==> src/rtl/halfadder_pkg.sv <==
// Shared definitions for the half-adder built-in self-test.
// Contents: FSM state encoding, pattern count, settle-counter width and the
// golden half-adder function used by the reference model.
package halfadder_pkg;

    typedef enum logic [2:0] {
        ST_IDLE   = 3'd0,
        ST_DRIVE  = 3'd1,
        ST_SETTLE = 3'd2,
        ST_CHECK  = 3'd3,
        ST_DONE   = 3'd4
    } bist_state_e;

    localparam int unsigned NUM_PATTERNS = 4;
    localparam int unsigned PAT_W        = 2;
    localparam int unsigned CNT_W        = 8;

    // Golden half-adder: returns {carry, sum} of two bits.
    function automatic logic [1:0] ha_expected(input logic a, input logic b);
        ha_expected = {a & b, a ^ b};
    endfunction

endpackage

==> src/rtl/halfadder_ref.sv <==
// Combinational golden model of a half adder.
// Ports:
//   a_i, b_i  : operand bits (the pattern currently driven)
//   sum_o     : expected sum   (a ^ b)
//   carry_o   : expected carry (a & b)
module halfadder_ref
    import halfadder_pkg::*;
(
    input  logic a_i,
    input  logic b_i,
    output logic sum_o,
    output logic carry_o
);

    assign {carry_o, sum_o} = ha_expected(a_i, b_i);

endmodule

==> src/rtl/halfadder_bist.sv <==
// Built-in self-test controller for a half adder. Drives the four input
// patterns, waits SETTLE_CYCLES, compares the adder response against the
// golden model and reports a per-pattern fail vector plus a pass flag.
// Ports:
//   i_clk, i_rst      : clock, asynchronous active-high reset
//   i_start           : begin a run (only honoured in IDLE)
//   i_abort           : cancel a run in progress
//   o_p0, o_p1        : pattern bits driven into the adder
//   i_sum, i_carry    : adder response
//   o_busy            : high whenever the controller is not idle
//   o_done            : one-cycle pulse after a completed run
//   o_pass            : last completed run had no mismatch
//   o_fail_vec        : bit k set when pattern k mismatched
module halfadder_bist
    import halfadder_pkg::*;
#(
    parameter int unsigned SETTLE_CYCLES = 1
) (
    input  logic       i_clk,
    input  logic       i_rst,
    input  logic       i_start,
    input  logic       i_abort,
    output logic       o_p0,
    output logic       o_p1,
    input  logic       i_sum,
    input  logic       i_carry,
    output logic       o_busy,
    output logic       o_done,
    output logic       o_pass,
    output logic [3:0] o_fail_vec
);

    localparam logic [PAT_W-1:0] LAST_PAT    = PAT_W'(NUM_PATTERNS - 1);
    localparam logic [CNT_W-1:0] SETTLE_LOAD = CNT_W'(SETTLE_CYCLES);

    bist_state_e       state_q;
    logic [PAT_W-1:0]  idx_q;
    logic [CNT_W-1:0]  cnt_q;
    logic              p0_q;
    logic              p1_q;
    logic              busy_q;
    logic              done_q;
    logic              pass_q;
    logic [3:0]        fail_vec_q;

    logic              exp_sum_s;
    logic              exp_carry_s;
    logic              mismatch_s;

    // Golden response for the pattern currently held on the adder inputs.
    halfadder_ref u_ref (
        .a_i     (p0_q),
        .b_i     (p1_q),
        .sum_o   (exp_sum_s),
        .carry_o (exp_carry_s)
    );

    // Response compare: either output bit wrong counts as a mismatch.
    always_comb begin
        mismatch_s = 1'b0;
        if ((i_sum != exp_sum_s) || (i_carry != exp_carry_s)) begin
            mismatch_s = 1'b1;
        end else begin
            mismatch_s = 1'b0;
        end
    end

    // Test sequencer with registered outputs.
    always_ff @(posedge i_clk or posedge i_rst) begin
        if (i_rst) begin
            state_q    <= ST_IDLE;
            idx_q      <= '0;
            cnt_q      <= '0;
            p0_q       <= 1'b0;
            p1_q       <= 1'b0;
            busy_q     <= 1'b0;
            done_q     <= 1'b0;
            pass_q     <= 1'b0;
            fail_vec_q <= 4'b0000;
        end else begin
            done_q <= 1'b0;
            case (state_q)
                ST_IDLE: begin
                    // Abort is meaningless here; start always wins.
                    if (i_start) begin
                        state_q    <= ST_DRIVE;
                        idx_q      <= '0;
                        fail_vec_q <= 4'b0000;
                        pass_q     <= 1'b0;
                        busy_q     <= 1'b1;
                    end
                end
                ST_DRIVE: begin
                    if (i_abort) begin
                        state_q <= ST_IDLE;
                        busy_q  <= 1'b0;
                    end else begin
                        p0_q    <= idx_q[0];
                        p1_q    <= idx_q[1];
                        cnt_q   <= SETTLE_LOAD;
                        state_q <= ST_SETTLE;
                    end
                end
                ST_SETTLE: begin
                    if (i_abort) begin
                        state_q <= ST_IDLE;
                        busy_q  <= 1'b0;
                    end else begin
                        cnt_q <= cnt_q - CNT_W'(1);
                        // Leaving on count 1 gives exactly SETTLE_CYCLES cycles here.
                        if (cnt_q <= CNT_W'(1)) begin
                            state_q <= ST_CHECK;
                        end
                    end
                end
                ST_CHECK: begin
                    // An abort here drops this pattern's result entirely.
                    if (i_abort) begin
                        state_q <= ST_IDLE;
                        busy_q  <= 1'b0;
                    end else begin
                        if (mismatch_s) begin
                            fail_vec_q[idx_q] <= 1'b1;
                        end
                        if (idx_q == LAST_PAT) begin
                            state_q <= ST_DONE;
                        end else begin
                            idx_q   <= idx_q + PAT_W'(1);
                            state_q <= ST_DRIVE;
                        end
                    end
                end
                ST_DONE: begin
                    busy_q  <= 1'b0;
                    state_q <= ST_IDLE;
                    if (!i_abort) begin
                        done_q <= 1'b1;
                        pass_q <= (fail_vec_q == 4'b0000);
                    end
                end
                default: begin
                    state_q <= ST_IDLE;
                    busy_q  <= 1'b0;
                end
            endcase
        end
    end

    assign o_p0       = p0_q;
    assign o_p1       = p1_q;
    assign o_busy     = busy_q;
    assign o_done     = done_q;
    assign o_pass     = pass_q;
    assign o_fail_vec = fail_vec_q;

endmodule
==> config.mk <==
export PLATFORM = sky130hd
export DESIGN_NAME = halfadder_bist
export DESIGN_NICKNAME = d
export VERILOG_FILES = /design/src/rtl/halfadder_pkg.sv /design/src/rtl/halfadder_ref.sv /design/src/rtl/halfadder_bist.sv
export SDC_FILE = /design/constraint.sdc
export NUM_CORES = 1
export LEC_CHECK = 0
export ABC_AREA = 1
export BUFFER_PORTS_ARGS = -buffer_cell sky130_fd_sc_hd__clkbuf_2
export CAP_MARGIN = 20
export CORE_MARGIN = 4
export CORE_UTILIZATION = 35
export CTS_CLUSTER_SIZE = 10
export DETAILED_ROUTE_END_ITERATION = 10
export SLEW_MARGIN = 15
export SYNTH_ARGS = -nofsm -noshare
export SYNTH_HDL_FRONTEND = slang
export SYNTH_SLANG_ARGS = --single-unit
export TNS_END_PERCENT = 50
==> constraint.sdc <==
create_clock -name i_clk -period 1.8 [get_ports i_clk]
set_input_delay 0.36 -clock i_clk [delete_from_list [all_inputs] [get_ports i_clk]]
set_output_delay 0.36 -clock i_clk [all_outputs]
set_load 0.005 [all_outputs]
After elaboration in Yosys (flattened, before gate mapping)
Cells that the tools add are included.
{ "classes": {"n_addsub": 2, "order_cmp": 3, "eq_ne": 16, "mux": 29, "bitwise_logic": 4, "n_reduce_logical": 15} }
{ "op_table": {"columns": ["operator", "n"], "rows": [
  ["$mux 8", 2],
  ["$pmux 8 s2", 1],
  ["$mux 3", 5],
  ["$ne 2x2->1 const B", 7],
  ["$mux 4", 3],
  ["$pmux 3 s4", 1],
  ["$le 8x1->1 const B", 1],
  ["$mux 1", 8],
  ["$mux 2", 4],
  ["$pmux 4 s2", 1],
  ["$reduce_and 4->1", 2],
  ["$sub 8x1->8 const B", 1],
  ["$eq 3x2->1 const B", 2],
  ["$reduce_and 2->1", 3],
  ["$reduce_and 3->1", 2],
  ["$reduce_bool 2->1", 3],
  ["$logic_not 4->1", 1],
  ["$or 4x4->4", 1],
  ["$pmux 1 s2", 2],
  ["$pmux 2 s2", 1],
  ["$eq 3x1->1 const B", 1],
  ["$eq 3x3->1 const B", 1],
  ["$logic_not 3->1", 1],
  ["$lt 2x3->1 const B", 1],
  ["13 further kinds", 14]
]} }
{ "totals": {"reg_bits": 22, "input_bits": 6, "output_inout_bits": 9} }

Longest topological paths before layout
{ "depth": {"word_depth": 8, "ltp_mapped": 8, "ltp_nobuf": 8} }

Cells and area by module
Synthesis repeated with hierarchy kept, for this count alone.
{ "unflattened": {"cells_unflattened": 162, "hier_area_um2": 1332.5} }
{ "by_module_without_submodules": {"columns": ["mod", "n_inst", "cells_per_inst", "area_per_inst_um2", "seq_area_each_um2"], "rows": [
  ["halfadder_bist", 1, 161, 1320.0, 550.5],
  ["halfadder_ref", 1, 1, 12.5, 0.0]
]} }

Worst setup path before layout
OpenSTA, ideal clock, no wires.
{ "synth_timing": {"kind": "register to register", "startpoint": "register cnt_q[0]", "endpoint": "register cnt_q[6]", "setup_time_ns": 0.122, "arrival_time_ns": 1.154, "t_required_ns": 1.678, "slack_ns": 0.524, "stages_incl_launch_ff": 8, "n_path_buf": 0, "cell_sequence": "dfrtp_1 inv_1 ha_1 inv_1 nor2_1 nand3_1 nor3_1 nor2_1"} }
{ "synth_between": {"elab_chain_cells": 3} }
{ "synth_lines": {"columns": ["item", "line_no", "text"], "rows": [
  ["from (decl)", "halfadder_bist.sv:38", "logic [CNT_W-1:0] cnt_q;"],
  ["from (signal assigned)", "halfadder_bist.sv:109", "cnt_q <= cnt_q - CNT_W'(1);"],
  ["$sub 8x1->8", "halfadder_bist.sv:109", null],
  ["$mux 8", "halfadder_bist.sv:105", "if (i_abort) begin"],
  ["$pmux 8 s2", "halfadder_bist.sv:82", "case (state_q)"]
]} }
No other way between the ends. The select of a mux whose other input is x is not followed.
A chain may end at the register's enable or synchronous reset.

Worst setup path in the final report
Same ends and word-level chain as after synthesis.

==> key figures <==
Clock network
  • CTS H-tree depth: 1
  • Maximum clock path buffer count: 2
  • Cts hold-fix bufs: 0
  • CTS tree: done
  • CTS clk-pin slew, worst paths: 80 ps
  • Total CTS buffers: 3
  • Clk sink count: 22
  • Post-CTS resize count: 0
  • Clock insertion delay at the later pin of the skew report: roughly 260 ps
  • Number of setup buffers added after CTS: 0
  • CTS root buffer: clkbuf_8

GRT
  • Largest net degree at the start of global routing: 23
  • Initial antenna violation count: 0
  • GRT Residual Overflow: 0
  • Vias in the first global route: 1058
  • First-pass GRT wire length: around 4.7 mm
  • GRT Overall Usage: 0.116

Routing
  • WL met3: ~65 µm
  • Wire length per cell: about 11 µm
  • Final ANT Viol Nets: 0
  • Highest Signal Layer: met4
  • WL final: ~2.6 mm
  • DRT iter0 DRCs: 40
  • Remaining DRCs: 0
  • DR pass1 iterations: 4
  • Vias per cell: 4.73
  • Routed met2 length: between 1 and 1.5 mm
  • Met1 wire length: around 1.3 mm
  • Total number of vias: around 1100

Synthesis
  • Cells after Synth: around 160
  • Synth Area in Compound Gates: 0.0688
  • Largest family of logic cells by synthesized area: simple AND/OR/NAND/NOR gates
  • #FFs+latches synth: 22
  • Syn avg cell area: 8.20 µm²
  • XOR/XNOR Fraction of Synth Area: 0.0195
  • Post-Synthesis Net Count: 177
  • Cell taking the most area after synthesis: dfrtp_1
  • Synth top area share: 0.409
  • Mapped Area: between 1000 and 1500 µm²
  • Adder-cell area share of the yosys netlist: 0.0651
  • Ys Warns: 0
  • Seq/Total Area, Yosys: 0.409
  • Mux contribution to synthesized area: 0
  • Library cells used by synthesis: 26
  • Simple-Gate Fraction of Synth Area: 0.360
  • Synth top area cells: dfrtp_1 (41%), nand2_1 (9.5%), nor2_1 (7.0%)

Worst setup path
  • Critical path type: reg2reg
  • Critical R2R Launch: cnt_q[0]
  • CP top delay family: simple AND/OR/NAND/NOR gates
  • Reg2reg end: cnt_q[6]
  • CP required: between 1500 and 2000 ps
  • Crit path capture type: flop
  • Worst Path Buf+Inv: 2
  • WP depth: 7
  • Critical Path Source Type: flop
  • R2r setup slk: around 380 ps
  • Worst Setup SP: cnt_q[0]
  • Crit-path cells: inv_1 -> ha_1 -> inv_1 -> nor2_1 -> nand3_1 -> nor3_1 -> nor2_1
  • Worst setup path end: cnt_q[6]
  • FF-to-FF path depth: 7
  • WP data arrival: approximately 1600 ps
  • Max stage delay cell, worst path: dfrtp_1
  • CP peak stage delay: around 380 ps
  • Worst Path Max Fanout: 5

Final layout
  • Area of the multi-input gates: 691 µm²
  • Register area: 551 µm²
  • Layout Nets: approximately 200
  • Number of diodes: 0
  • Area added between synthesis and finish: 12.5%
  • Fill cells: roughly 400
  • Non-filler cells, final: 229
  • Proportion of layout cells with a drive suffix above 1: 0.215

Floorplan
  • Die area: 4900 µm²
  • Core area: 3690 µm²
  • I/O pin count: 15
  • Rows: 22
  • Die Y: 70.0 µm
  • Chip width: 70.0 µm
  • Initial core utilization: 0.365

Timing
  • Actual slew at the worst max-slew pin: 392 ps
  • Final clock skew: around 3.0 ps
  • Slew HR: 0.739
  • Final min period: between 1000 and 1500 ps
  • RSZ-0062 raised after global routing: no
  • Total negative setup slack: 0 ps
  • Fin crit share: 0.791
  • Setup Viol. Count Final: 0
  • Count of final hold-check violations: 0
  • Max-slew violations: 0
  • Fmax achieved: ~700 MHz

Power and ir drop
  • Peak supply drop: between 0.4 and 0.5 mV
  • Clk network pwr share: 0.154
  • Logic pwr share: 0.469
  • Sw Pwr: a little under 900 µW
  • Leak pwr: 0.766 nW
  • Sequential Power Share: 0.377
  • Switch share: 0.444
  • Internal Pwr Total: ~1.1 mW
  • Power Density: 1310 nW/µm²

Placed design
  • Port bufs: 14
  • Final HPWL DP: a little over 2 mm
  • Routability cong.: 0.806
  • DP Cell Count: ~230

Run status
  • Status: completed

Flow run
  • Max capacitance violation total: 0

Hold path
  • Tightest Hold Check Type: in2async
[how the worst min path moves through the flow]
stage          startpoint            end  slack [ps]  cells after the start
2_1_floorplan       i_rst       cnt_q[0]         350                      1
3_3_place_gp        i_rst       cnt_q[0]         400                      3
3_5_place_dp        i_rst       cnt_q[0]         400                      3
4_1_cts             i_rst       cnt_q[0]         120                      3
5_1_grt             i_rst  o_fail_vec[3]         130                      3
6_report            i_rst       cnt_q[2]         100                      3
[through the flow]
stage | total power, mW | cell area, µm² | worst slack, ps | hold WS [ps] | utilization
after global placement | 1.69 | 1470 | 419 | 398 | 0.399
after detailed placement | 1.70 | 1470 | 409 | 401 | 0.399
after global routing | 2.20 | 1510 | 268 | 133 | 0.410
after floorplan | 1.52 | 1350 | 524 | 349 | -
after CTS | 2.00 | 1510 | 392 | 117 | 0.410
final | 1.98 | 1510 | 377 | 103 | 0.410
[power groups by stage]
stage / clock, mW / sequential [mW] / combinational (mW)
final: 0.305 / 0.749 / 0.931
after global placement: 0 / 0.756 / 0.935
after floorplan: 0 / 0.710 / 0.808
after global routing: 0.342 / 0.769 / 1.09
after detailed placement: 0 / 0.760 / 0.936
after CTS: 0.314 / 0.750 / 0.938
[synthesized netlist by cell type (all sizes together)]
cell,number
xor2,2
dfrtp,22
a31oi,1
nand2,38
nand3,12
o21ai,10
nor3,4
xnor2,1
o22ai,3
buf,1
a21oi,2
ha,7
nor2,29
inv,24
nand4,8
[placed cells by master (no fill, tap or decap), drive strengths merged]
| cell type | Yosys | layout |
|---|---|---|
| nor2 | 29 | 29 |
| o21ai | 10 | 10 |
| inv | 24 | 24 |
| nand4 | 8 | 8 |
| a31oi | 1 | 1 |
| nor3 | 4 | 4 |
| xor2 | 2 | 2 |
| clkbuf | 0 | 17 |
| a21oi | 2 | 2 |
| xnor2 | 1 | 1 |
| nand2 | 38 | 38 |
| ha | 7 | 7 |
| buf | 1 | 1 |
| nand3 | 12 | 12 |
| dfrtp | 22 | 22 |
| o22ai | 3 | 3 |
[layout make-up]
class                   instances  area share
clock buffers                   3      0.0273
inverters                      24      0.0612
multi-input cells             117       0.457
flip-flops and latches         22       0.364
well taps                      48      0.0397
repair buffers                 15      0.0513
[per-layer routing]
metal / vias up / global-route usage
met5: - / 0
met4: 0 / 0.0383
met3: 2 / 0.0173
met2: 16 / 0.180
met1: 502 / 0.165
li1: 563 / -
[state kept, by name, summed over array words and instances, names as in the netlist]
signal	flops
o_done	1
o_p1	1
o_busy	1
o_pass	1
state_q	3
idx_q	2
o_p0	1
o_fail_vec	4
cnt_q	8
[worst reg2reg max path: stages (launching register included)]
cell and delay (ps):
dfrtp_1 380, inv_1 150, ha_1 220, inv_1 60
nor2_1 170, nand3_1 110, nor3_1 150, nor2_1 70
[logic make-up after synthesis]
kind of cell,Yosys count
DFF,22
buffers and inverters,25
adders and majority gates,7
xor gates and xnor gates,3
AOI/OAI and AO/OA,16
and+or+nand+nor,91
(Power assumes the default switching activity.)
